File: config.mk
export PLATFORM = sky130hd
export DESIGN_NAME = blink_sequencer
export DESIGN_NICKNAME = d
export VERILOG_FILES = /design/src/rtl/blink_seq_pkg.sv /design/src/rtl/blink_tick_gen.sv /design/src/rtl/blink_sequencer.sv
export SDC_FILE = /design/constraint.sdc
export NUM_CORES = 1
export LEC_CHECK = 0
export ABC_AREA = 1
export BUFFER_PORTS_ARGS = -buffer_cell sky130_fd_sc_hd__buf_2
export CAP_MARGIN = 20
export CORE_MARGIN = 1
export CORE_UTILIZATION = 31
export CTS_CLUSTER_DIAMETER = 40
export DETAILED_ROUTE_END_ITERATION = 10
export PLACE_DENSITY = 0.56
export SYNTH_ARGS = -nofsm -noshare
export SYNTH_HDL_FRONTEND = slang
export SYNTH_SLANG_ARGS = --single-unit
File: constraint.sdc
create_clock -name clk -period 3 [get_ports clk]
set_clock_uncertainty 0.05 [all_clocks]
set_input_delay 0.3 -clock clk [delete_from_list [all_inputs] [get_ports clk]]
set_output_delay 0.3 -clock clk [all_outputs]
set_load 0.1 [all_outputs]
File: src/rtl/blink_seq_pkg.sv
// Shared types and default widths for the blink pattern sequencer.
package blink_seq_pkg;

    localparam int DEF_NUM_STEPS = 4;
    localparam int DEF_SPEED_W   = 28;
    localparam int DEF_LED_W     = 4;
    localparam int DEF_DWELL_W   = 8;

    typedef enum logic [1:0] {
        IDLE = 2'd0,
        LOAD = 2'd1,
        RUN  = 2'd2
    } blink_seq_state_e;

    typedef struct packed {
        logic [DEF_SPEED_W-1:0] speed;
        logic [DEF_LED_W-1:0]   mask;
        logic [DEF_DWELL_W-1:0] dwell;
    } blink_step_t;

endpackage

File: src/rtl/blink_tick_gen.sv
// Period counter: emits a one-cycle tick every max(speed,1) cycles while
// clear is low. Holding clear high parks the counter at zero.
module blink_tick_gen
    import blink_seq_pkg::*;
#(
    parameter int SPEED_W = DEF_SPEED_W
) (
    input  logic               clk,
    input  logic               rst,
    input  logic               clear,
    input  logic [SPEED_W-1:0] speed,
    output logic               tick
);

    logic [SPEED_W-1:0] cnt;
    logic [SPEED_W-1:0] last_cnt;

    // Terminal count is effective speed minus one; speed 0 behaves as 1.
    always_comb begin
        last_cnt = (speed == '0) ? '0 : speed - SPEED_W'(1);
        tick     = !clear && (cnt == last_cnt);
    end

    // Free-running count that restarts on every tick or clear.
    always_ff @(posedge clk or negedge rst) begin
        if (!rst) begin
            cnt <= '0;
        end else if (clear || tick) begin
            cnt <= '0;
        end else begin
            cnt <= cnt + SPEED_W'(1);
        end
    end

endmodule

File: src/rtl/blink_sequencer.sv
// Pattern sequencer driving led_controller speed and LED gate mask.
// Define BLINK_SEQ_LOOP_EN to replay the table continuously; otherwise the
// sequence plays once and returns to IDLE.
module blink_sequencer
    import blink_seq_pkg::*;
#(
    parameter int NUM_STEPS = DEF_NUM_STEPS,
    parameter int SPEED_W   = DEF_SPEED_W,
    parameter int LED_W     = DEF_LED_W,
    parameter int DWELL_W   = DEF_DWELL_W,
    localparam int IDX_W    = $clog2(NUM_STEPS)
) (
    input  logic               clk,
    input  logic               rst,
    input  logic               start,
    input  logic               stop,
    input  logic               cfg_we,
    input  logic [IDX_W-1:0]   cfg_addr,
    input  logic [SPEED_W-1:0] cfg_speed,
    input  logic [LED_W-1:0]   cfg_mask,
    input  logic [DWELL_W-1:0] cfg_dwell,
    output logic               cfg_ready,
    output logic [SPEED_W-1:0] speed_sel,
    output logic [LED_W-1:0]   led_en,
    output logic               busy,
    output logic [IDX_W-1:0]   step_idx,
    output logic               wrap
);

    logic [SPEED_W-1:0] tbl_speed [NUM_STEPS];
    logic [LED_W-1:0]   tbl_mask  [NUM_STEPS];
    logic [DWELL_W-1:0] tbl_dwell [NUM_STEPS];

    blink_seq_state_e   state, state_nxt;
    logic [DWELL_W-1:0] cur_dwell, dwell_cnt, dwell_last;
    logic               tick, step_end, last_step;

    blink_tick_gen #(.SPEED_W(SPEED_W)) u_tick (
        .clk   (clk),
        .rst   (rst),
        .clear (state != RUN),
        .speed (speed_sel),
        .tick  (tick)
    );

    // Step-end detection: last period of the effective dwell.
    always_comb begin
        dwell_last = (cur_dwell == '0) ? '0 : cur_dwell - DWELL_W'(1);
        step_end   = (state == RUN) && tick && (dwell_cnt == dwell_last);
        last_step  = (step_idx == IDX_W'(NUM_STEPS - 1));
        busy       = (state != IDLE);
    end

    // Next-state and wrap pulse; stop overrides everything, including wrap.
    always_comb begin
        state_nxt = state;
        wrap      = 1'b0;
        case (state)
            IDLE: if (start) state_nxt = LOAD;
            LOAD: state_nxt = RUN;
            RUN: begin
                if (step_end) begin
                    if (last_step) begin
                        wrap = 1'b1;
`ifdef BLINK_SEQ_LOOP_EN
                        state_nxt = LOAD;
`else
                        state_nxt = IDLE;
`endif
                    end else begin
                        state_nxt = LOAD;
                    end
                end
            end
            default: state_nxt = IDLE;
        endcase
        if (stop) begin
            state_nxt = IDLE;
            wrap      = 1'b0;
        end
    end

    // State register and registered table-ready flag.
    always_ff @(posedge clk or negedge rst) begin
        if (!rst) begin
            state     <= IDLE;
            cfg_ready <= 1'b1;
        end else begin
            state     <= state_nxt;
            cfg_ready <= (state_nxt == IDLE);
        end
    end

    // Pattern table; writes accepted only while idle, cleared by reset.
    always_ff @(posedge clk or negedge rst) begin
        if (!rst) begin
            for (int i = 0; i < NUM_STEPS; i++) begin
                tbl_speed[i] <= '0;
                tbl_mask[i]  <= '0;
                tbl_dwell[i] <= '0;
            end
        end else if (cfg_we && cfg_ready) begin
            tbl_speed[cfg_addr] <= cfg_speed;
            tbl_mask[cfg_addr]  <= cfg_mask;
            tbl_dwell[cfg_addr] <= cfg_dwell;
        end
    end

    // Step index: reset on playback start, advance or wrap at step end.
    always_ff @(posedge clk or negedge rst) begin
        if (!rst) begin
            step_idx <= '0;
        end else if (state == IDLE && state_nxt == LOAD) begin
            step_idx <= '0;
        end else if (step_end && !stop) begin
            step_idx <= last_step ? '0 : step_idx + IDX_W'(1);
        end
    end

    // Output/entry registers loaded in LOAD; LED gate forced off in IDLE.
    always_ff @(posedge clk or negedge rst) begin
        if (!rst) begin
            speed_sel <= '0;
            led_en    <= '0;
            cur_dwell <= '0;
        end else begin
            if (state == LOAD) begin
                speed_sel <= tbl_speed[step_idx];
                cur_dwell <= tbl_dwell[step_idx];
            end
            if (state_nxt == IDLE) begin
                led_en <= '0;
            end else if (state == LOAD) begin
                led_en <= tbl_mask[step_idx];
            end
        end
    end

    // Dwell counter: periods completed within the current step.
    always_ff @(posedge clk or negedge rst) begin
        if (!rst) begin
            dwell_cnt <= '0;
        end else if (state != RUN || step_end) begin
            dwell_cnt <= '0;
        end else if (tick) begin
            dwell_cnt <= dwell_cnt + DWELL_W'(1);
        end
    end

endmodule

==> tab_implementation.tex <==
\begin{tabular}{lr}
\hline
Metric & Value \\
\hline
\multicolumn{2}{l}{\textbf{Clock network}} \\
\quad Clock insertion delay at the later pin of the skew report & 0.54 ns \\
\quad Clk pin slew, worst setup/hold paths & 0.06 ns \\
\quad H-Tree Level Count & 2 \\
\quad Buffer depth of the longest clock path & 3 \\
\quad Clock tree from TritonCTS & yes \\
\quad CTS sink cnt & about 240 \\
\quad Cell at the root of the clock tree & sky130\_fd\_sc\_hd\_\_clkbuf\_16 \\
\quad Num CTS Buffers & 39 \\
\multicolumn{2}{l}{\textbf{Critical path}} \\
\quad Reg2Reg Setup Slack & -0.03 ns \\
\quad R2r startpoint & speed\_sel[0]\$\_DFFE\_PN0N\_ \\
\quad Nature of the critical path endpoint & primary output \\
\quad Arrival time of the worst setup path & 3.17 ns \\
\quad Critical R2R Capture & dwell\_cnt[3]\$\_DFFE\_PN0P\_ \\
\quad Setup Crit Path Kind & flop to primary output \\
\quad Peak fanout along the critical path & 4 \\
\quad Worst setup startpoint & speed\_sel[0]\$\_DFFE\_PN0N\_ \\
\quad Element type at the critical path start & flop \\
\quad Data required time at the worst endpoint & 2.65 ns \\
\quad Critical Path End & wrap \\
\quad R2r worst-path depth & 24 \\
\multicolumn{2}{l}{\textbf{STA}} \\
\quad Final critical path time including I/O delays and setup & 3.52 ns \\
\quad Actual slew at the worst max-slew pin & $\sim$0.85 ns \\
\quad Post-route setup TNS & -0.580 ns \\
\quad Max\_slew headroom & 43.3\% \\
\quad Final count of pins violating max slew & 0 \\
\quad Fin Hold WS & 0.0180 ns \\
\quad Finish-stage setup viols & 3 \\
\quad Final-report hold violation count & 0 \\
\quad Period utilization & 117\% \\
\quad Setup repair after global routing missed its margin & true \\
\quad Setup slack of the critical path after layout & -0.518 ns \\
\quad Max Clk Rate & about 280 MHz \\
\multicolumn{2}{l}{\textbf{Global routing}} \\
\quad Overall Global Routing Usage & 19.1\% \\
\quad Antenna violations before repair & 0 \\
\quad Pin count of the biggest net entering global routing & 108 \\
\quad First-pass GRT wire length & 62,500 um \\
\quad Grt ovf & 0 \\
\quad Via count of the first global-routing pass & between 10k and 15k \\
\multicolumn{2}{l}{\textbf{Power}} \\
\quad Reported leakage power & 8.14 nW \\
\quad Maximum vdd ir drop & 0.402 mV \\
\quad Pwr/cell area & 741 nW/um2 \\
\quad Overall power after layout & between 10 and 15 mW \\
\multicolumn{2}{l}{\textbf{Routing}} \\
\quad Detailed Routing Iterations Pass 1 & 7 \\
\quad Total wirelength of the detailed-routed design & 39,400 um \\
\quad Total via count in the routed design & 12.1k \\
\quad Remaining antenna violation count after routing & 0 \\
\quad Wirelength per Cell & 15.7 um \\
\quad Iteration-0 DRC count of the detailed router & 850 \\
\quad Number of design rule violations left after detail routing & 0 \\
\quad Mean number of vias per cell & between 4 and 5 \\
\multicolumn{2}{l}{\textbf{Place}} \\
\quad Placer congestion estimate & 0.935 \\
\quad Port bufs & 83 \\
\quad Worst-case setup slack after placement & -0.215 ns \\
\quad Total half-perimeter wirelength after legalization and detailed placement & 26,100 um \\
\multicolumn{2}{l}{\textbf{Yosys}} \\
\quad Number of enable-type register cells in the synthesized netlist & 0 \\
\quad Async SR Flop Fraction & 100\% \\
\quad Unique masters post-synth & 42 \\
\quad Most area-consuming cells after synthesis & sky130\_fd\_sc\_hd\_\_dfrtp\_1, sky130\_fd\_sc\_hd\_\_nand2\_1, sky130\_fd\_sc\_hd\_\_o21ai\_0 \\
\quad Average size of a mapped cell & 7.47 um2 \\
\quad Most instantiated cells after synthesis & sky130\_fd\_sc\_hd\_\_nand2\_1, sky130\_fd\_sc\_hd\_\_nor2\_1, sky130\_fd\_sc\_hd\_\_dfrtp\_1 \\
\quad Number of standard cells after synthesis & between 1.5k and 2k \\
\quad Cell type contributing the most total cell area after synthesis & sky130\_fd\_sc\_hd\_\_dfrtp\_1 \\
\quad Most repeated cell in the gate-level netlist after synthesis & sky130\_fd\_sc\_hd\_\_nand2\_1 \\
\quad Mapped cell area & approximately 13,000 um2 \\
\quad Syn. warnings & 0 \\
\quad Share of Yosys cell area claimed by the top area cell type & 47.7\% \\
\quad Main synth FF type & sky130\_fd\_sc\_hd\_\_dfrtp\_1 \\
\quad Fraction of the yosys area taken by sequential cells & a little under half \\
\quad Post-Syn Nets & 1,736 \\
\quad Register bit total from synthesis & 241 \\
\multicolumn{2}{l}{\textbf{Die}} \\
\quad Area of the die & 41,400 um2 \\
\quad Floorplan core area & 39,900 um2 \\
\quad Row cnt & 73 \\
\quad Die height & 203 um \\
\quad Horizontal extent of the die & 203 um \\
\quad Top-level I/O count & 84 \\
\quad Initial core utilization & 31.5\% \\
\multicolumn{2}{l}{\textbf{Finish}} \\
\quad Final design utilization & 43.4\% \\
\quad Post-layout nets & 2,006 \\
\quad Number of inserted filler cells in the final layout & 3,945 \\
\quad Share of cells above drive strength 1 & roughly 25\% \\
\quad Layout overhead on the synthesized area & 37.7\% \\
\quad Antenna diode count & 0 \\
\multicolumn{2}{l}{\textbf{Status}} \\
\quad Run status & finished with violations \\
\quad Violated checks & negative setup slack \\
\multicolumn{2}{l}{\textbf{Run}} \\
\quad Max Cap Violations & 0 \\
\multicolumn{2}{l}{\textbf{Hold path}} \\
\quad Worst min path class & input pin to flop \\
\quad Start point of the worst hold path & cfg\_mask[1] \\
\hline
\end{tabular}
==> cell usage in the layout, fill, tap and decap left out, types with 4 or more instances in the layout <==
| cell | instances |
|---|---|
| sky130_fd_sc_hd__clkinv_4 | 4 |
| sky130_fd_sc_hd__o21ai_1 | 8 |
| sky130_fd_sc_hd__o21ai_0 | 218 |
| sky130_fd_sc_hd__xor2_1 | 22 |
| sky130_fd_sc_hd__buf_12 | 14 |
| sky130_fd_sc_hd__nand2_8 | 5 |
| sky130_fd_sc_hd__nor2_1 | 209 |
| sky130_fd_sc_hd__dlygate4sd3_1 | 40 |
| sky130_fd_sc_hd__buf_6 | 10 |
| sky130_fd_sc_hd__nand2_1 | 398 |
| sky130_fd_sc_hd__buf_4 | 154 |
| sky130_fd_sc_hd__a31oi_1 | 39 |
| sky130_fd_sc_hd__clkinv_2 | 5 |
| sky130_fd_sc_hd__o21bai_1 | 4 |
| sky130_fd_sc_hd__nor3_1 | 16 |
| sky130_fd_sc_hd__nand2_2 | 30 |
| sky130_fd_sc_hd__buf_2 | 81 |
| sky130_fd_sc_hd__dfrtp_2 | 20 |
| sky130_fd_sc_hd__nor2_4 | 21 |
| sky130_fd_sc_hd__nand2_4 | 10 |
| sky130_fd_sc_hd__inv_2 | 5 |
| sky130_fd_sc_hd__dfrtp_1 | 210 |
| sky130_fd_sc_hd__inv_1 | 174 |
| sky130_fd_sc_hd__a21oi_1 | 14 |
| sky130_fd_sc_hd__a21oi_2 | 6 |
| sky130_fd_sc_hd__nand4_1 | 33 |
| sky130_fd_sc_hd__o221ai_1 | 4 |
| sky130_fd_sc_hd__nor2_2 | 25 |
| sky130_fd_sc_hd__dfrtp_4 | 10 |
| sky130_fd_sc_hd__clkbuf_8 | 5 |
| sky130_fd_sc_hd__nand3_1 | 53 |
| sky130_fd_sc_hd__o211ai_1 | 36 |
| sky130_fd_sc_hd__nand3_2 | 8 |
| sky130_fd_sc_hd__inv_6 | 8 |
| sky130_fd_sc_hd__clkbuf_16 | 41 |
==> per-stage QoR <==
step | instances | area [um2]
after floorplan | 1684 | 12700
final | 2510 | 17300
after global routing | 2510 | 17300
after detailed placement | 2352 | 14600
after global placement | 2352 | 14600
after CTS | 2488 | 16900
==> sequential cells by signal, summed over array words and instances (netlist names) <==
| register | cells |
|---|---|
| tbl_dwell | 32 |
| tbl_mask | 16 |
| cfg_ready | 1 |
| led_en | 4 |
| u_tick.cnt | 28 |
| step_idx | 2 |
| cur_dwell | 8 |
| dwell_cnt | 8 |
| speed_sel | 28 |
| state | 2 |
| tbl_speed | 112 |
==> how the worst min path moves through the flow <==
stage	to	depth (start not counted)
2_1_floorplan	cur_dwell[0]$_DFFE_PN0N_	0
3_3_place_gp	dwell_cnt[7]$_DFFE_PN0P_	1
3_5_place_dp	dwell_cnt[7]$_DFFE_PN0P_	1
4_1_cts	tbl_mask[1]$_DFFE_PN0P_	3
5_1_grt	tbl_mask[5]$_DFFE_PN0P_	3
6_report	tbl_mask[1]$_DFFE_PN0P_	3
==> timing repair <==
action	in CTS	in global routing
hold endpoints to repair	199	0
endpoints found under the setup margin	23	46
gates cloned	7	0
hold buffers	40	0
pin swaps	22	54
setup buffers	17	24
gates resized for setup	45	99
==> cell families after synthesis <==
| logic type | count (synthesis) | share of synthesized area, % |
|---|---|---|
| AND/OR/NAND/NOR | 820 | 27.1 |
| XOR/XNOR | 24 | 1.67 |
| AO/OA/AOI/OAI | 335 | 14.7 |
| adder cells (fa/ha/maj) | 5 | 0.497 |
| buffers and inverters | 259 | 7.99 |
| flip-flops | 241 | 48.0 |
==> power breakdown <==
| group | total, mW | internal [mW] | leakage, nW | switching (mW) |
|---|---|---|---|---|
| clock network | 4.64 | 2.88 | 0.670 | 1.76 |
| logic | 3.85 | 1.32 | 4.48 | 2.53 |
| registers | 4.35 | 3.93 | 2.99 | 0.427 |
==> layer usage <==
metal,vias to the layer above,global-route usage (%),wire (um)
met2,296,29.5,17800
li1,5994,-,-
met4,0,5.50,872
met1,5787,27.6,18900
met3,59,2.81,1900
met5,-,0,0
==> worst max-delay path, cell delays in order (launching register included) <==
cell and delay [ns]:
sky130_fd_sc_hd__dfrtp_4 0.48, sky130_fd_sc_hd__inv_4 0.08, sky130_fd_sc_hd__ha_4 0.16, sky130_fd_sc_hd__nand2_8 0.07
sky130_fd_sc_hd__nor2_8 0.12, sky130_fd_sc_hd__buf_6 0.16, sky130_fd_sc_hd__nand2_8 0.07, sky130_fd_sc_hd__nand2_4 0.08
sky130_fd_sc_hd__nand2_4 0.06, sky130_fd_sc_hd__nor2_4 0.09, sky130_fd_sc_hd__nor2_2 0.05, sky130_fd_sc_hd__buf_4 0.13
sky130_fd_sc_hd__nor2_4 0.08, sky130_fd_sc_hd__nand2_2 0.06, sky130_fd_sc_hd__nor2_2 0.12, sky130_fd_sc_hd__nand2_2 0.07
sky130_fd_sc_hd__nor2_4 0.12, sky130_fd_sc_hd__nand4_4 0.12, sky130_fd_sc_hd__nor3b_4 0.29, sky130_fd_sc_hd__buf_12 0.21
==> area by class of cell <==
class | instances | area (um2) | area share, %
multi-input combinational | 1188 | 6070 | 35.0
clock buffer | 46 | 1070 | 6.20
sequential | 241 | 6090 | 35.2
tap | 525 | 657 | 3.79
inverter | 181 | 694 | 4.01
clock inverter | 26 | 300 | 1.73
timing repair buffer | 303 | 2440 | 14.1
Note: power is estimated with default switching activity, not from simulation.
